### config.mk
export PLATFORM = sky130hd
export DESIGN_NAME = fetch_unit
export DESIGN_NICKNAME = d
export VERILOG_FILES = /design/src/rtl/fetch_unit.sv
export SDC_FILE = /design/constraint.sdc
export NUM_CORES = 1
export LEC_CHECK = 0
export CAP_MARGIN = 20
export CORE_MARGIN = 5
export CORE_UTILIZATION = 44
export CTS_CLUSTER_SIZE = 40
export DETAILED_ROUTE_END_ITERATION = 10
export PLACE_DENSITY = 0.88
export SYNTH_ARGS = -nofsm -noshare
export SYNTH_HDL_FRONTEND = slang
export SYNTH_SLANG_ARGS = --single-unit
### constraint.sdc
create_clock -name clk -period 3.55 [get_ports clk]
set_input_delay 0.8875 -clock clk [delete_from_list [all_inputs] [get_ports clk]]
set_output_delay 0.8875 -clock clk [all_outputs]
set_load 0.05 [all_outputs]
### src/rtl/fetch_unit.sv
// fetch_unit: PC register and req/ack instruction fetch for the single-cycle core.
// Optional fetch timeout with sticky FetchFault enabled by FETCH_TIMEOUT_EN.
module fetch_unit #(
    parameter logic [31:0] RESET_PC       = 32'h0000_0000,
    parameter int          TIMEOUT_CYCLES = 255,
    parameter int          CNT_W          = 8
) (
    input  logic        clk,
    input  logic        reset,
    input  logic        PCSrc,
    input  logic [31:0] Result,
    input  logic        Stall,
    output logic        IMemReq,
    output logic [31:0] IMemAddr,
    input  logic        IMemAck,
    input  logic [31:0] IMemRData,
    output logic [31:0] Instr,
    output logic        InstrValid,
    output logic [31:0] PC,
    output logic [31:0] PCPlus4,
    output logic [31:0] PCPlus8,
    output logic        FetchFault
);
    localparam logic [1:0] IDLE  = 2'd0;
    localparam logic [1:0] FETCH = 2'd1;
    localparam logic [1:0] EXEC  = 2'd2;

    logic [1:0]  state;
    logic [31:0] pc;
    logic        unused_ok;

    assign IMemReq    = state == FETCH;
    assign InstrValid = state == EXEC;
    assign IMemAddr   = pc;
    assign PC         = pc;
    assign PCPlus4    = pc + 32'd4;
    assign PCPlus8    = pc + 32'd8;

`ifdef FETCH_TIMEOUT_EN
    localparam logic [1:0]       FAULT = 2'd3;
    localparam logic [CNT_W-1:0] LAST  = CNT_W'(TIMEOUT_CYCLES - 1);
    logic [CNT_W-1:0] cnt;
    logic             timeout;
    logic             fault;

    assign timeout    = state == FETCH && !IMemAck && cnt == LAST;
    assign FetchFault = fault;
    assign unused_ok  = ^Result[1:0];

    // Counter is held at zero outside FETCH, so every fetch starts a fresh budget.
    always_ff @(posedge clk or posedge reset) begin
        if (reset) begin
            cnt   <= '0;
            fault <= 1'b0;
        end else begin
            cnt   <= (state == FETCH && !IMemAck && !timeout) ? cnt + 1'b1 : '0;
            fault <= fault | timeout;
        end
    end
`else
    assign FetchFault = 1'b0;
    assign unused_ok  = ^{Result[1:0], CNT_W'(TIMEOUT_CYCLES)};
`endif

    always_ff @(posedge clk or posedge reset) begin
        if (reset) begin
            state <= IDLE;
            pc    <= RESET_PC;
            Instr <= '0;
        end else begin
            case (state)
                IDLE: state <= FETCH;
                FETCH: begin
                    if (IMemAck) begin
                        Instr <= IMemRData;
                        state <= EXEC;
                    end
`ifdef FETCH_TIMEOUT_EN
                    else if (timeout) state <= FAULT;
`endif
                end
                EXEC: begin
                    if (!Stall) begin
                        pc    <= PCSrc ? {Result[31:2], 2'b00} : pc + 32'd4;
                        state <= FETCH;
                    end
                end
                default: state <= state;
            endcase
        end
    end
endmodule

# Yosys cells after proc, flatten, opt, wreduce, memory -nomap -nowiden
# Cells that the tools add are included.
[word_totals] input_bits=69 register_bits=66 output_inout_bits=163 elab_cells=19
[op_classes] addsub=2 reduce_logical=5 n_bitwise=1 eq_ne=4 mux=4
[op_table] op="$add A32 B3 Y32 const B" count=1
[op_table] op="$add A32 B4 Y32 const B" count=1
[op_table] op="$mux W32" count=1
[op_table] op="$pmux W2 S3" count=1
[op_table] op="$mux W2" count=2
[op_table] op="$reduce_and A2 Y1" count=2
[op_table] op="$reduce_and A3 Y1" count=1
[op_table] op="$reduce_bool A3 Y1" count=1
[op_table] op="$eq A2 B1 Y1 const B" count=1
[op_table] op="$eq A2 B2 Y1 const B" count=1
[op_table] op="$logic_not A2 Y1" count=1
[op_table] op="$ne A2 B1 Y1 const B" count=1
[op_table] op="$ne A2 B2 Y1 const B" count=1
[op_table] op="$not A1 Y1" count=1

# Logic depth before layout (Yosys ltp)
# Gate-level depths: netlist of the first run.
[depth] depth_word=3 mapped_depth=7 mapped_depth_nobuf=5

# Worst setup path before layout of the first run
# OpenSTA, ideal clock, no wires.
[synth_timing] kind="register to output" from="register pc[2], in the netlist IMemAddr[2]" to="output port PCPlus4[18]" t_arrival_ns=2.830 slack_ns=-0.168 path_buffers=2 path_stages_with_launch=8 required_ns=2.663 path_cell_list="dfrtp_1 -> ha_1 -> nand3_2 -> nor4_1 -> buf_2 -> buf_4 -> nand2_1 -> xnor2_1"
[synth_via] elab_chain_len=1
[synth_lines] item="start, declared" line="29" source="logic [31:0] pc;"
[synth_lines] item="start signal, assigned" line="84" source="pc <= PCSrc ? {Result[31:2], 2'b00} : pc + 32'd4;"
[synth_lines] item="$add A32 B3 Y32" line="36" source="assign PCPlus4 = pc + 32'd4;"
[synth_lines] item="end, declared" line="20" source="output logic [31:0] PCPlus4,"
# No other way between the ends.

# Worst setup path in the final report of the first run
[layout_timing] from="register pc[3], in the netlist IMemAddr[3]" to="output port PCPlus8[11]"
[layout_via] elab_chain_len=1
[layout_lines] item="$add A32 B4 Y32" line="37" source="assign PCPlus8 = pc + 32'd8;"
[layout_lines] item="end, declared" line="21" source="output logic [31:0] PCPlus8,"
# No other way between the ends.

==> impl_metrics.py, run 1 <==
metrics = {
    "worst_setup_path": {
        "cp_max_fo": 7,
        "cp.required_ns": 2.66,
        "path_class": "flip-flop to output pin",
        "cp-start-kind": "flip-flop",
        "cp_cell_sequence": "ha_1 -> nand3_4 -> nor3_1 -> xor2_1 -> clkdlybuf4s50_1",
        "cp-end-kind": "output pin",
        "cpPeakStageDelay_ns": 0.81,
        "crit_buf_inv": 1,
        "critical-path-slowest-cell": "clkdlybuf4s50_1",
        "worstPathArrival_ns": 2.52,
        "cp_top_family": "buffers and inverters",
    },
    "clock_tree": {
        "hold_buffers": 0,
        "cts_buffer_depth": 2,
        "cts_buffers": 9,
        "htreeDepth": 3,
        "ctsRootBufferMaster": "clkbuf_8",
        "clk_latency_ns": 0.34,
        "cts_sinks": 64,
        "cts_tree": "yes",
        "path_clk_slew_ns": 0.08,
    },
    "drt": {
        "num_vias": 4537,
        "drc": 0,
        "ant_nets": 0,
        "routed_wl_mm": 15.8,
        "avgViaCountPerCell": 5.54,
        "drt-initial-drc-count": 322,
        "dr.pass1.iters": 4,
        "wl_per_cell_microns": 19.3,
    },
    "synth": {
        "ys.flop_type": "dfrtp_1",
        "syn_area_per_cell_sq_um": 9.06,
        "async_flop_share_pct": 100,
        "ys_seq_area_share_pct": 35.3,
        "synth-edff-count": 0,
        "syn_area_sq_um": 4530,
        "syn_inst": 500,
        "ys_ff_latch": 64,
        "synth_cell_types": 53,
        "yosysWarnings": 0,
    },
    "final_layout": {
        "diodes": 0,
        "final_nets": 749,
        "regArea_sq_um": 1600,
        "fillers": 738,
        "fin_area_sq_um": 7300,
        "final_common_cell": "clkdlybuf4s50_1",
        "multiInputGateArea_sq_um": 2510,
        "syn_to_final_growth_pct": 61.1,
        "utilization_pct": 71.6,
        "drive_gt1_share_pct": 22.1,
        "mostFrequentLayoutCells": "clkdlybuf4s50_1, dfrtp_1, buf_12",
    },
    "floorplanning": {
        "die_area_sq_um": 12400,
        "initial_core_util_pct": 44.5,
        "die_w_microns": 111,
        "io_pins": 232,
        "coreArea_sq_um": 10200,
        "fp-row-count": 37,
        "die_height_microns": 111,
    },
    "hold_path": {
        "hold_path.class": "flip-flop to flip-flop",
    },
    "timing": {
        "fin_setup_tns_ns": 0,
        "setup_violations": 0,
        "clock_skew_ns": 0.00984,
        "fmax_mhz": 293,
        "slew_headroom_pct": 46.1,
        "rsz0062_at_grt": "false",
        "tightest_slew_ns": 0.803,
        "hold_viol_final": 0,
        "period_minus_slack_ns": 3.41,
        "fin_crit_sh_pct": 96.0,
        "drv_slew": 0,
    },
    "place": {
        "placed_area_sq_um": 7010,
        "portBuffers": 220,
        "gp_congestion": 0.836,
        "dp_hpwl_mm": 11.8,
    },
    "run": {
        "maxCapViolations": 0,
    },
    "power_and_ir_drop": {
        "ir_drop_v": 0.000645,
        "p_per_area_nw_per_um2": 718,
        "p_total_mw": 5.24,
        "leakage_nw": 3.12,
    },
    "grt": {
        "grt_pass1_vias": 4694,
        "grt_overflow": 0,
        "grt_max_degree": 48,
        "antenna_found_initial": 0,
        "grt_pass1_wl_mm": 24.9,
        "grt_usage_pct": 24.6,
    },
    "status": {
        "run_status": "completed",
    },
}
-- synthesized netlist by cell type (3+ instances only) --
cell type / instances / area, sq um
nor3_1: 25 / 125
buf_2: 6 / 30.0
buf_6: 4 / 45.0
xnor2_1: 39 / 342
nor4_1: 9 / 56.3
nand4_1: 18 / 113
and4_1: 3 / 26.3
o311ai_0: 5 / 43.8
nand2_1: 31 / 116
inv_1: 19 / 71.3
nand3_1: 22 / 110
a22oi_1: 6 / 45.0
a31oi_1: 16 / 100
dfrtp_1: 64 / 1600
o2bb2ai_1: 6 / 52.6
a21oi_1: 5 / 25.0
and3_1: 11 / 68.8
o21ai_0: 17 / 85.1
a211o_1: 7 / 61.3
o211ai_1: 4 / 30.0
clkbuf_1: 26 / 97.6
mux2_2: 32 / 360
or2_2: 4 / 25.0
nor2_1: 28 / 105
buf_4: 45 / 338
xor2_1: 14 / 123
-- state kept, by name, indices dropped and copies added (netlist names) --
register  cells
Instr        32
state         2
IMemAddr     30
-- worst register-to-register path, cell delays in order, from the launching register on --
cell and delay, ns:
dfrtp_2 0.45, ha_1 0.35, nand4_2 0.27, nor4_4 0.33
buf_4 0.19, buf_4 0.16, a311o_1 0.15, nand3_1 0.06
-- cells by family (layout without fill, tap and decap cells) --
kind of cell / after synthesis / count (layout) / share of synthesized area, %
AO/OA/AOI/OAI: 75 / 75 / 11.5
XOR/XNOR: 53 / 53 / 10.2
adder cells (fa/ha/maj): 2 / 2 / 0.552
buffers and inverters: 102 / 277 / 13.0
flip-flops: 64 / 64 / 35.3
multiplexers: 34 / 34 / 8.40
other: 1 / 9 / 0.0828
AND/OR/NAND/NOR: 169 / 169 / 20.8
-- where the power goes --
group	switching [mW]	internal, mW	total [mW]
Sequential	0.277	0.955	1.23
Clock	0.335	0.403	0.738
Combinational	2.15	1.11	3.27
-- cell type report --
cell class	count	area share, %
inverter	20	1.03
clock inverter	7	1.41
clock buffer	9	1.70
tap	136	2.33
timing repair buffer	241	37.2
sequential	64	22.0
multi-input combinational	342	34.4
-- timing repair --
item / CTS / global route
cloned: 0 / 0
hold endpoints to repair: 0 / 0
resized for setup: 1 / 8
setup endpoints to repair: 3 / 21
pin swaps: 1 / 2
setup buffers: 0 / 4
-- worst paths after layout --
path                       slack [ns]            to  cells past startpoint        start
hold / removal                   0.51     Instr[17]                      1    Instr[17]
hold reg to reg                  0.51     Instr[17]                      1    Instr[17]
min in group asynchronous        0.97      Instr[7]                      2        reset
max in group asynchronous        1.94     Instr[12]                      3        reset
setup / recovery                 0.14   PCPlus8[11]                      5  IMemAddr[3]
setup reg to reg                 1.49  IMemAddr[25]                      7  IMemAddr[3]
-- per-layer routing --
metal / part of all wire (%) / vias up / track usage, %
met3: 7.5 / 38 / 6.36
met5: 0 / - / 0
met4: 2.9 / 0 / 9.33
met2: 52 / 227 / 43.7
li1: - / 2079 / -
met1: 38 / 2193 / 28.4
-- per-stage QoR --
| stage | hold WS (ns) | instances | worst slack (ns) |
|---|---|---|---|
| finish | 0.508 | 819 | 0.141 |
| global route | 0.526 | 819 | 0.0106 |
| CTS | 0.511 | 815 | 0.0142 |
| detailed placement | 0.492 | 799 | 0.320 |
| global placement | 0.489 | 799 | 0.357 |
| floorplan | 0.527 | 508 | 0.00656 |
Note: power is estimated with default switching activity, not from simulation.
==> inputs of run 2 (changes only) <==
--- a/config.mk
+++ b/config.mk
@@ -5,12 +5,13 @@
 export SDC_FILE = /design/constraint.sdc
 export NUM_CORES = 1
 export LEC_CHECK = 0
+export ABC_AREA = 1
 export CAP_MARGIN = 20
 export CORE_MARGIN = 5
-export CORE_UTILIZATION = 44
+export CORE_UTILIZATION = 43
 export CTS_CLUSTER_SIZE = 40
 export DETAILED_ROUTE_END_ITERATION = 10
-export PLACE_DENSITY = 0.88
+export PLACE_DENSITY = 0.87
 export SYNTH_ARGS = -nofsm -noshare
 export SYNTH_HDL_FRONTEND = slang
 export SYNTH_SLANG_ARGS = --single-unit
==> run 2 against run 1 <==
Against the previous run:
- via count is 0.48% higher
- first-iteration DRC count is 46% lower
- global-route usage is 0.20 points higher
- critical path type unchanged
- worst hold slack worse by 0.0036 ns
- sequential cell count stayed put
- sequential share of layout area is 2.3 points higher
- critical path depth stayed put
- critical endpoint is now PCPlus8[14]
- design area is 9.7% lower
- core utilization is 4.2 points lower
- clock-buffer cell count is 2 higher
- maximum frequency is 0.56% higher
==> impl_metrics.py, run 2 <==
metrics = {
    "worst_setup_path": {
        "r2r_end": "IMemAddr[31]",
        "cp-start-kind": "flip-flop",
        "reg2reg_from": "IMemAddr[4]",
        "cp_cell_sequence": "nand3_1 -> nor3_2 -> nand2_2 -> xor2_1 -> clkdlybuf4s50_1",
        "reg2reg_slack_ns": 1.61,
        "critical-path-slowest-cell": "clkdlybuf4s50_1",
        "crit_buf_inv": 1,
        "cp.required_ns": 2.66,
        "cpPeakStageDelay_ns": 0.85,
        "r2r_cells": 11,
        "cp-end-kind": "output pin",
        "cp_max_fo": 8,
        "path_class": "flip-flop to output pin",
        "worstPathArrival_ns": 2.50,
        "cp_top_family": "buffers and inverters",
    },
    "synth": {
        "syn_area_per_cell_sq_um": 7.34,
        "async_flop_share_pct": 100,
        "synth_area_leaders": "dfrtp_1, nand2_1, mux2_2",
        "syn_area_sq_um": 4310,
        "synth.most_common_cell": "nand2_1",
        "syn_inst": 587,
        "synth-edff-count": 0,
        "yosysTopAreaCellShare_pct": 37.2,
        "ys_seq_area_share_pct": 37.2,
        "yosysWarnings": 0,
        "yosysTopAreaCell": "dfrtp_1",
        "ys_ff_latch": 64,
        "ys.flop_type": "dfrtp_1",
        "yosys-top-cells-count": "nand2_1, nor2_1, dfrtp_1",
        "synth_cell_types": 27,
    },
    "final_layout": {
        "drive_gt1_share_pct": 13.8,
        "mostFrequentLayoutCells": "clkdlybuf4s50_1, nand2_1, nor2_1",
        "diodes": 0,
        "final_common_cell": "clkdlybuf4s50_1",
        "largest_reg_flops": 32,
        "syn_to_final_growth_pct": 53.1,
        "top_register": "Instr",
        "final_nets": 856,
    },
    "hold_path": {
        "hold_end": "Instr[24]",
        "hp-start": "Instr[24]",
        "hold_path.class": "flip-flop to flip-flop",
        "hold_depth": 1,
    },
    "clock_tree": {
        "path_clk_slew_ns": 0.07,
        "hold_buffers": 0,
        "cts_buffers": 9,
        "cts_tree": "yes",
        "clk_latency_ns": 0.35,
        "cts_buffer_depth": 2,
        "cts_sinks": 64,
        "ctsRootBufferMaster": "clkbuf_8",
        "htreeDepth": 3,
    },
    "floorplanning": {
        "die_area_sq_um": 12100,
        "coreArea_sq_um": 9770,
        "fp-row-count": 36,
        "initial_core_util_pct": 44.1,
        "die_height_microns": 110,
        "io_pins": 232,
        "die_w_microns": 110,
    },
    "grt": {
        "antenna_found_initial": 0,
        "grt_overflow": 0,
        "grt_max_degree": 44,
        "grt_usage_pct": 24.8,
        "grt_pass1_vias": 4609,
        "grt_pass1_wl_mm": 23.0,
    },
    "timing": {
        "drv_slew": 0,
        "rsz0062_at_grt": "false",
        "clock_skew_ns": 0.00823,
        "tightest_slew_ns": 0.666,
        "fin_crit_sh_pct": 95.5,
        "setup_violations": 0,
        "hold_viol_final": 0,
        "fin_setup_tns_ns": 0,
        "period_minus_slack_ns": 3.39,
        "timing.hold.ws_ns": 0.504,
        "slew_headroom_pct": 55.6,
        "fmax_mhz": 295,
    },
    "drt": {
        "dr.pass1.iters": 4,
        "wl_per_cell_microns": 16.5,
        "routed_wl_mm": 15.2,
        "drt-initial-drc-count": 173,
        "drc": 0,
        "avgViaCountPerCell": 4.94,
        "ant_nets": 0,
        "num_vias": 4559,
    },
    "status": {
        "run_status": "completed",
    },
    "place": {
        "gp_congestion": 0.888,
        "portBuffers": 220,
        "dp_hpwl_mm": 12.0,
    },
    "run": {
        "maxCapViolations": 0,
    },
}
## run 2: cell families (layout without fill, tap and decap cells)
group	after synthesis	count (layout)	synth area share [%]
compound gates	36	36	4.45
xor+xnor	34	34	6.91
fa+ha+maj	2	2	0.581
buf+inv	104	299	12.9
flops	64	64	37.2
mux	32	32	8.37
other cells	1	9	0.0871
simple gates	314	314	29.5
## run 2: timing repair
action,in CTS,in global routing
endpoints found under the setup margin,3,10
resized for setup,3,10
buffers inserted,0,0
pin swaps,0,0
## run 2: cell type report
type,instances,area (sq um)
inverter,50,188
tap,133,166
timing repair buffer,233,2260
clock inverter,5,40.0
fill,793,3180
sequential,64,1600
clock buffer,11,151
multi-input combinational,427,2180
## run 2: worst max path at each step
stage / end / cells after the start / startpoint / slack [ns]
global route: PCPlus8[14] / 5 / IMemAddr[4] / 0.009
global placement: PCPlus8[24] / 7 / IMemAddr[13] / 0.38
finish: PCPlus8[14] / 5 / IMemAddr[4] / 0.16
CTS: PCPlus4[11] / 8 / IMemAddr[4] / 0.02
floorplan: PCPlus4[5] / 4 / IMemAddr[4] / 0.15
detailed placement: PCPlus4[29] / 8 / IMemAddr[4] / 0.34
## run 2: through the flow
stage | utilization (%) | setup WS [ns] | std cells | instance area [sq um]
floorplan | - | 0.146 | 595 | 4340
global placement | 65.3 | 0.377 | 907 | 6380
detailed placement | 65.3 | 0.336 | 907 | 6380
CTS | 67.2 | 0.0213 | 923 | 6570
global route | 67.4 | 0.00903 | 923 | 6590
finish | 67.4 | 0.160 | 923 | 6590
## run 2: worst register-to-register path, cell delays in order (launching register included)
cell	delay (ns)
dfrtp_1	0.50
ha_1	0.31
nand2_1	0.10
nor2_1	0.15
buf_4	0.14
inv_1	0.04
nor2_1	0.20
nand2_1	0.08
nand2_1	0.10
nand3_1	0.09
nand2_1	0.08
nand2_1	0.05
## run 2: metal layers
metal	global-route usage [%]	share of wire, %	vias to the layer above	routed length [microns]
met2	43.2	49	239	7470
li1	-	-	2181	-
met5	0	0	-	0
met3	9.84	12	24	1820
met4	7.84	1.8	0	271
met1	27.8	37	2115	5630
Power of run 2 is not shown: default switching activity piles up to over one toggle a cycle in this logic, so the estimate is an artifact.
==> inputs of run 3 (changes only) <==
==> constraint.sdc (replaced) <==
create_clock -name clk -period 3.55 [get_ports clk]
set_input_delay 0.71 -clock clk [delete_from_list [all_inputs] [get_ports clk]]
set_output_delay 0.71 -clock clk [all_outputs]
set_load 0.05 [all_outputs]
==> run 3 against run 2 <==
Against the previous run:
- global-route usage barely moved
- cell count fell by 0.54%
- critical endpoint is now PCPlus8[24]
- sequential share of layout area fell by 0.18 points
- worst setup slack got worse by 0.0096 ns
- design area rose by 0.74%
- critical path depth rose by 2
- clock skew barely moved
- worst hold slack improved by 0.00053 ns
==> impl_metrics.py, run 3 (synthesis gave the netlist of run 2 again) <==
metrics = {
    "final_layout": {
        "drive_gt1_share_pct": 10.8,
        "multiInputGateArea_sq_um": 2180,
        "final_nets": 852,
        "mostFrequentLayoutCells": "clkdlybuf4s50_1, nand2_1, nor2_1",
        "diodes": 0,
        "regArea_sq_um": 1600,
        "fillers": 807,
        "top_register": "Instr",
        "syn_to_final_growth_pct": 54.2,
        "utilization_pct": 67.9,
        "final_common_cell": "clkdlybuf4s50_1",
        "largest_reg_flops": 32,
    },
    "run": {
        "maxCapViolations": 0,
    },
    "worst_setup_path": {
        "path_class": "flip-flop to output pin",
        "cp.required_ns": 2.84,
        "r2r_cells": 10,
        "crit_top_cell": "nand2_1",
        "crit_buf_inv": 1,
        "cp_cell_sequence": "nand2_1 -> nor2_1 -> nand2_1 -> nor2_1 -> nand2_1 -> xor2_1 -> clkdlybuf4s50_1",
        "cp_max_fo": 8,
        "critical-path-slowest-cell": "clkdlybuf4s50_1",
        "cpPeakStageDelay_ns": 0.83,
        "cp.depth": 7,
        "worstPathArrival_ns": 2.69,
        "cp-end-kind": "output pin",
        "cp-start-kind": "flip-flop",
        "cp_top_family": "simple AND/OR/NAND/NOR gates",
    },
    "drt": {
        "routed_wl_mm": 15.1,
        "avgViaCountPerCell": 4.89,
        "dr.pass1.iters": 7,
        "wl_per_cell_microns": 16.5,
        "drc": 0,
        "drt-initial-drc-count": 203,
        "num_vias": 4493,
        "ant_nets": 0,
    },
    "timing": {
        "tightest_slew_ns": 0.556,
        "hold_viol_final": 0,
        "slew_headroom_pct": 62.8,
        "fin_crit_sh_pct": 95.8,
        "rsz0062_at_grt": "false",
        "setup_violations": 0,
        "fmax_mhz": 294,
        "drv_slew": 0,
        "fin_setup_tns_ns": 0,
        "clock_skew_ns": 0.00835,
        "period_minus_slack_ns": 3.40,
    },
    "place": {
        "gp_congestion": 0.902,
        "portBuffers": 220,
        "dp_hpwl_mm": 11.7,
    },
    "grt": {
        "grt_pass1_wl_mm": 22.9,
        "antenna_found_initial": 0,
        "grt_overflow": 0,
        "grt_max_degree": 65,
        "grt_pass1_vias": 4560,
        "grt_usage_pct": 24.8,
    },
    "clock_tree": {
        "htreeDepth": 3,
        "clk_latency_ns": 0.34,
        "path_clk_slew_ns": 0.08,
        "hold_buffers": 0,
        "cts_sinks": 64,
        "cts_buffers": 9,
        "cts_tree": "yes",
        "cts_buffer_depth": 2,
        "ctsRootBufferMaster": "clkbuf_8",
    },
    "floorplanning": {
        "initial_core_util_pct": 44.1,
        "die_w_microns": 110,
        "die_area_sq_um": 12100,
        "die_height_microns": 110,
        "fp-row-count": 36,
        "coreArea_sq_um": 9770,
        "io_pins": 232,
    },
    "status": {
        "run_status": "completed",
    },
    "hold_path": {
        "hold_path.class": "flip-flop to flip-flop",
        "hold_depth": 1,
    },
}
-- run 3: cell type report --
type	instances	share of cell area (%)
Clock buffer	12	2.34
Clock inverter	3	0.980
Inverter	50	2.83
Multi-Input combinational cell	427	32.8
Sequential cell	64	24.1
Tap cell	133	2.51
Timing Repair Buffer	229	34.4
-- run 3: path summary, 6_finish.rpt --
path	start	endpoint	slack, ns
max in group asynchronous	reset	IMemAddr[12]	2.50
worst min register to register	Instr[22]	Instr[22]	0.51
worst max register to register	IMemAddr[3]	IMemAddr[28]	1.54
worst max-delay path	IMemAddr[14]	PCPlus8[24]	0.15
worst min-delay path	Instr[22]	Instr[22]	0.51
min in group asynchronous	reset	IMemAddr[24]	0.76
-- run 3: metrics by stage --
stage / cell area, sq um / instances / hold WS [ns] / setup WS, ns
CTS: 6600 / 918 / 0.508 / 0.00939
global route: 6640 / 918 / 0.528 / 0.00633
finish: 6640 / 918 / 0.505 / 0.150
floorplan: 4340 / 595 / 0.494 / 0.323
detailed placement: 6380 / 903 / 0.493 / 0.374
global placement: 6380 / 903 / 0.486 / 0.429
-- run 3: repair_timing --
| item | CTS | global route |
|---|---|---|
| setup buffers | 0 | 0 |
| endpoints found under the setup margin | 1 | 16 |
| gates resized for setup | 1 | 16 |
-- run 3: layer usage --
layer	vias up	wire length [microns]	track usage, %
met5	-	0	0
met2	244	7410	42.5
met4	0	243	7.39
li1	2166	-	-
met3	24	1870	10.3
met1	2059	5610	28.2
Power of run 3 is left out for the same reason.
